[config.mk]
export PLATFORM = sky130hd
export DESIGN_NAME = write_back
export DESIGN_NICKNAME = d
export VERILOG_FILES = /design/src/rtl/write_back.sv
export SDC_FILE = /design/constraint.sdc
export NUM_CORES = 1
export LEC_CHECK = 0
export BUFFER_PORTS_ARGS = -buffer_cell sky130_fd_sc_hd__buf_2
export CORE_AREA = 2 2 127 129
export DETAILED_ROUTE_END_ITERATION = 8
export DIE_AREA = 0 0 129 131
export GPL_TIMING_DRIVEN = 0
export PLACE_DENSITY = 0.83
export SYNTH_ARGS = -nofsm -noshare
export SYNTH_HDL_FRONTEND = slang
export SYNTH_SLANG_ARGS = --single-unit
[constraint.sdc]
create_clock -name clk -period 8.3 [get_ports clk]
set_input_delay 1.66 -clock clk [delete_from_list [all_inputs] [get_ports clk]]
set_output_delay 1.66 -clock clk [all_outputs]
set_load 0.01 [all_outputs]
[src/rtl/write_back.sv]
// Write-back stage: registers the MEM-stage result, selects the register-file
// write data/destination, counts retired instructions and runs the halt sequence.
module write_back (
    input  logic        clk,
    input  logic        rst_b,
    input  logic        stall,
    input  logic        in_valid,
    input  logic [31:0] alu_result,
    input  logic [31:0] mem_data,
    input  logic [31:0] inst_addr,
    input  logic [4:0]  rt_num,
    input  logic [4:0]  rd_field,
    input  logic [1:0]  destination_register,
    input  logic [1:0]  register_src,
    input  logic        register_write_in,
    input  logic        is_word,
    input  logic        is_nop,
    input  logic        halted_controller_in,
    input  logic [1:0]  byte_offset,
    output logic [4:0]  rd_num,
    output logic [31:0] rd_data,
    output logic        register_write_out,
    output logic        halted,
    output logic [31:0] retired_count
);

    typedef enum logic [1:0] {
        RUN    = 2'd0,
        DRAIN  = 2'd1,
        HALTED = 2'd2
    } state_e;

    typedef struct packed {
        logic [31:0] alu_result;
        logic [31:0] mem_data;
        logic [31:0] inst_addr;
        logic [4:0]  rt_num;
        logic [4:0]  rd_field;
        logic [1:0]  dest;
        logic [1:0]  src;
        logic        reg_write;
        logic        is_word;
        logic        is_nop;
        logic        halt;
        logic [1:0]  byte_offset;
    } wb_t;

    wb_t         wb_q, wb_d;
    logic        valid_q, valid_d;
    logic        fresh_q, fresh_d;
    state_e      state_q, state_d;
    logic [31:0] retired_q, retired_d;
    logic        live;
    logic [7:0]  load_byte;

    // fresh marks the single cycle an instruction is allowed to act; a stall clears it
    always_comb begin
        wb_d    = wb_q;
        valid_d = valid_q;
        fresh_d = 1'b0;
        if (!stall) begin
            wb_d.alu_result  = alu_result;
            wb_d.mem_data    = mem_data;
            wb_d.inst_addr   = inst_addr;
            wb_d.rt_num      = rt_num;
            wb_d.rd_field    = rd_field;
            wb_d.dest        = destination_register;
            wb_d.src         = register_src;
            wb_d.reg_write   = register_write_in;
            wb_d.is_word     = is_word;
            wb_d.is_nop      = is_nop;
            wb_d.halt        = halted_controller_in;
            wb_d.byte_offset = byte_offset;
            valid_d          = in_valid;
            fresh_d          = 1'b1;
        end
    end

    assign live = valid_q & fresh_q;

    always_comb begin
        state_d = state_q;
        case (state_q)
            RUN:     if (live && wb_q.halt) state_d = DRAIN;
            DRAIN:   state_d = HALTED;
            HALTED:  state_d = HALTED;
            default: state_d = RUN;
        endcase
    end

    always_comb begin
        retired_d = retired_q;
        if (live && !wb_q.is_nop && state_q != HALTED && retired_q != '1)
            retired_d = retired_q + 32'd1;
    end

    always_ff @(posedge clk or posedge rst_b) begin
        if (rst_b) begin
            wb_q      <= '0;
            valid_q   <= 1'b0;
            fresh_q   <= 1'b0;
            state_q   <= RUN;
            retired_q <= '0;
        end else begin
            wb_q      <= wb_d;
            valid_q   <= valid_d;
            fresh_q   <= fresh_d;
            state_q   <= state_d;
            retired_q <= retired_d;
        end
    end

    always_comb begin
        rd_num = '0;
        case (wb_q.dest)
            2'b00:   rd_num = wb_q.rt_num;
            2'b01:   rd_num = wb_q.rd_field;
            2'b10:   rd_num = 5'd31;
            default: rd_num = '0;
        endcase
    end

    always_comb begin
        load_byte = '0;
        case (wb_q.byte_offset)
            2'd0:    load_byte = wb_q.mem_data[7:0];
            2'd1:    load_byte = wb_q.mem_data[15:8];
            2'd2:    load_byte = wb_q.mem_data[23:16];
            default: load_byte = wb_q.mem_data[31:24];
        endcase
    end

    always_comb begin
        rd_data = wb_q.alu_result;
        case (wb_q.src)
            2'b01:   rd_data = wb_q.is_word ? wb_q.mem_data : {24'd0, load_byte};
            2'b10:   rd_data = wb_q.inst_addr + 32'd4;
            default: rd_data = wb_q.alu_result;
        endcase
    end

    assign register_write_out = live & wb_q.reg_write & ~wb_q.is_nop
                              & (rd_num != 5'd0) & (state_q != HALTED);
    assign halted        = (state_q == HALTED);
    assign retired_count = retired_q;

endmodule

# Word-level counts from Yosys, hierarchy flattened
# Cells that the tools add are included.
# W data, S select, Z words.
# classes
n_bitwise	6
n_reduce_logical	10
addsub	2
n_eq_ne	11
n_mux	7
# ops
cell	n
$pmux W32 S2	1
$add A32 B1 Y32 const B	1
$add A32 B3 Y32 const B	1
$mux W32	1
$ne A32 B32 Y1 const B	1
$pmux W8 S3	1
$pmux W5 S3	1
$eq A2 B1 Y1 const B	4
$eq A2 B2 Y1 const B	4
$logic_not A2 Y1	3
$and A1 B1 Y1	5
$reduce_bool A5 Y1	1
$logic_and A1 B1 Y1	4
$ne A2 B2 Y1 const B	2
$pmux W2 S2	1
$mux W2	1
$reduce_or A2 Y1	1
$logic_not A1 Y1	1
$mux W1	1
$not A1 Y1	1
# totals
out_inout_bits	71
wordCells	52
register_bits	152

# Longest topological paths before layout
# depth
word_depth	5
depth_mapped	9

# Least setup slack after synthesis
# No wires, ideal clock.
# synth_timing
path_kind	register to output
from	reg wb_q[22] (netlist bit)
to	out rd_data[24]
path_slack_ps	4750
t_arrival_ps	1890
stages_incl_launch_ff	7
t_required_ps	6640
n_path_buf	0
cell_sequence	dfrtp_1 -> ha_1 -> nand3_2 -> nor4_4 -> nand3_1 -> or4b_1 -> nand3_1
# synth_via
elab_chain_cells	2
# synth_rtl
element	line_no	text
from (decl)	48	wb_t wb_q, wb_d;
from (signal assigned)	105	wb_q <= wb_d;
$add A32 B3 Y32	137	2'b10: rd_data = wb_q.inst_addr + 32'd4;
$pmux W32 S2	135	case (wb_q.src)
to (decl)	21	output logic [31:0] rd_data,
# No other way between the ends.

# Worst setup path in the final report
# Same ends and word-level chain as after synthesis.

==> results.json <==
{
  "postCtsHoldBufs": 0,
  "layout_commonest_cell": "buf_2",
  "r2r_end": "retired_count[28]$_DFFE_PP0P_",
  "post_cts_resized": 0,
  "crit_fanout": 8,
  "fin_crit_sh": 0.545,
  "path_common_cell": "nand3_1",
  "max_cap_viol_count": 0,
  "antenna_found_initial": 3,
  "netlist_area_mm2": 0.00763,
  "root_buffer": "clkbuf_16",
  "grt_start_max_net_pins": 83,
  "ir_worst_vdd_v": 0.000149,
  "avgRoutedWirePerCell_um": 18.3,
  "drtIter0Drc": 268,
  "cts_tree": "done",
  "ff2ff_path_depth": 8,
  "final_max_slew_viol_count": 0,
  "outcome": "complete, no violations",
  "cp-end-kind": "output pin",
  "core-area_mm2": 0.0156,
  "overflow": 0,
  "yosysSeqAreaShare": 0.499,
  "critPathSlowestCell": "nor4_4",
  "power_per_cell_area_mw_per_mm2": 214,
  "pin_count": 191,
  "syn_area_per_cell_um2": 11.6,
  "setup_violations": 0,
  "synth_edf_count": 0,
  "ys_warn_count": 0,
  "stdcell_count": 1097,
  "cts.sinks": 152,
  "clk_pin_slew_ns": 0.06,
  "p_int_mw": 1.44,
  "netlist_instances": 660,
  "period_minus_slack_ns": 4.52,
  "synth_top_area_cell": "dfrtp_1",
  "path_buf_inv": 1,
  "async_flop_share": 1.00,
  "clkLatencyLatePin_ns": 0.42,
  "sw_frac_of_total": 0.288,
  "ant_nets": 0,
  "dp_hpwl_um": 15100,
  "synth.distinct_cells": 51,
  "initial_core_util": 0.489,
  "rsz0062_at_grt": "no",
  "numPlacedInstances": 1066,
  "worstPathArrival_ns": 2.86,
  "clkPwrFrac": 0.367,
  "p_leak_nw": 4.37,
  "grt_pass1_wl_um": 31000,
  "ys_ff_latch": 152,
  "dr.pass1.iters": 5,
  "dieArea_mm2": 0.0169,
  "layout-drive-gt1-share": 0.411,
  "synth_area_leaders": "dfrtp_1, mux2_2, xor2_1",
  "p_comb_frac": 0.196,
  "holdPathStages": 1,
  "ys.flop_type": "dfrtp_1",
  "seqCellArea_mm2": 0.00380,
  "path_cells": "ha_1 > nand3_2 > nor4_4 > nand3_1 > or4b_1 > nand3_1 > buf_2",
  "numCtsBuffers": 17,
  "nFillCells": 1273,
  "power.switching_mw": 0.582,
  "pwr-share-seq": 0.436,
  "min_from": "retired_count[10]$_DFFE_PP0P_",
  "crit_required_ns": 6.64,
  "relSlewSlack": 0.469,
  "crit_path_max_incr_delay_ns": 0.66,
  "syn_nets": 787,
  "final_nets": 996,
  "die_w_um": 129,
  "cp_top_family": "simple AND/OR/NAND/NOR gates",
  "yosysTopAreaCellShare": 0.499,
  "place_area_mm2": 0.00887,
  "remaining_drc_errors": 0,
  "post_cts_buffers": 0,
  "r2r_start": "state_q[0]$_DFFE_PP0P_",
  "setup_tns_ns": 0,
  "holdPathEnd": "retired_count[10]$_DFFE_PP0P_",
  "row_count": 46,
  "first_global_vias": 5927,
  "r2r_setup_slack_ns": 5.97,
  "final_cell_mix": "buf_2, dfrtp_1, mux2_2",
  "wirelength_um": 20000,
  "finalHoldViolations": 0,
  "io_buffers": 189,
  "critPathKind": "flop to output pin",
  "h-tree-depth": 4,
  "dr_total_vias": 6003,
  "cts_buffer_depth": 2,
  "worst_slew_pin_slew_ns": 0.797,
  "hp-class": "flop to flop",
  "critPathLaunchType": "flop",
  "fmaxAchievable_mhz": 221,
  "multi_input_area_mm2": 0.00361,
  "finClkSkew_ns": 0.00729,
  "syn_to_final_growth_pct": 23.7,
  "track_usage": 0.243,
  "die_y_um": 131,
  "fin_area_mm2": 0.00944,
  "gp_congestion": 0.847,
  "via_per_inst": 5.47
}
## per-stage QoR
step	hold slack [ns]	total power, mW	utilization	setup WS [ns]
2_1_floorplan	0.474	1.13	-	2.55
3_3_place_gp	0.473	1.27	0.567	0.837
3_5_place_dp	0.486	1.29	0.569	4.25
4_1_cts	0.494	2.03	0.605	3.78
5_1_grt	0.502	2.12	0.605	3.67
6_report	0.488	2.02	0.605	3.78
## cell usage after synthesis, types with 2 or more instances
cell,number
clkbuf_1,33
dfrtp_1,152
and3_1,12
nand4_1,19
buf_2,3
o221ai_1,14
and2_1,5
xnor2_1,16
nor3b_1,3
a22oi_1,5
xor2_1,35
nand3b_1,3
o22ai_1,4
nor2_1,27
mux2_2,127
mux2i_1,2
o211ai_1,3
ha_1,7
nand2b_1,3
mux4_2,4
nor4_4,2
nand3_2,2
nand3_1,21
a221oi_1,7
and4_1,7
a21oi_1,15
o21ai_1,6
o21ai_0,8
inv_1,17
mux2_1,2
or4_1,2
buf_1,2
nor2b_1,2
nor4_1,2
nand2_1,63
nor3_1,10
## worst max path at each step
stage	from	endpoint	slack [ns]	cells past startpoint
after floorplan	rst_b	fresh_q$_DFF_PP0_	2.55	1
after global placement	rst_b	wb_q[95]$_DFFE_PP0N_	0.84	2
after detailed placement	wb_q[22]$_DFFE_PP0N_	rd_data[24]	4.25	7
after CTS	wb_q[22]$_DFFE_PP0N_	rd_data[24]	3.78	7
after global routing	wb_q[22]$_DFFE_PP0N_	rd_data[24]	3.67	7
final	wb_q[22]$_DFFE_PP0N_	rd_data[24]	3.78	7
## flip-flops by register name, summed over array words and instances (netlist names)
name	count
fresh_q	1
state_q	2
valid_q	1
retired_count	32
wb_q	116
## layer usage
| layer | wire length [um] | vias up | track usage |
|---|---|---|---|
| li1 | - | 2796 | - |
| met1 | 8340 | 2941 | 0.303 |
| met2 | 9920 | 236 | 0.408 |
| met3 | 1430 | 28 | 0.0704 |
| met4 | 341 | 2 | 0.0838 |
| met5 | 11 | - | 0 |
## layout make-up
type,count,share of cell area
inverter,17,0.00729
buffer,38,0.0155
clock inverter,12,0.0138
antenna,1,0.000265
multi-input combinational,453,0.383
clock buffer,18,0.0455
timing repair buffer,190,0.103
tap,216,0.0286
sequential,152,0.403
## power groups by stage
stage	combinational [mW]	clock [mW]	sequential, mW
after CTS	0.400	0.752	0.880
after floorplan	0.252	0	0.876
after detailed placement	0.397	0	0.892
after global routing	0.440	0.790	0.891
final	0.397	0.742	0.881
after global placement	0.384	0	0.888
## kinds of logic (layout without fill, tap and decap cells)
logic type      Yosys count  count (layout)  synth area share
flops                   152             152             0.499
xor+xnor                 51              51            0.0586
other cells               0               1                 0
simple gates            193             193             0.138
compound gates           67              67            0.0602
mux                     135             135             0.205
fa+ha+maj                 7               7            0.0115
buf+inv                  55             275            0.0276
Power figures use the tool's default switching activity.
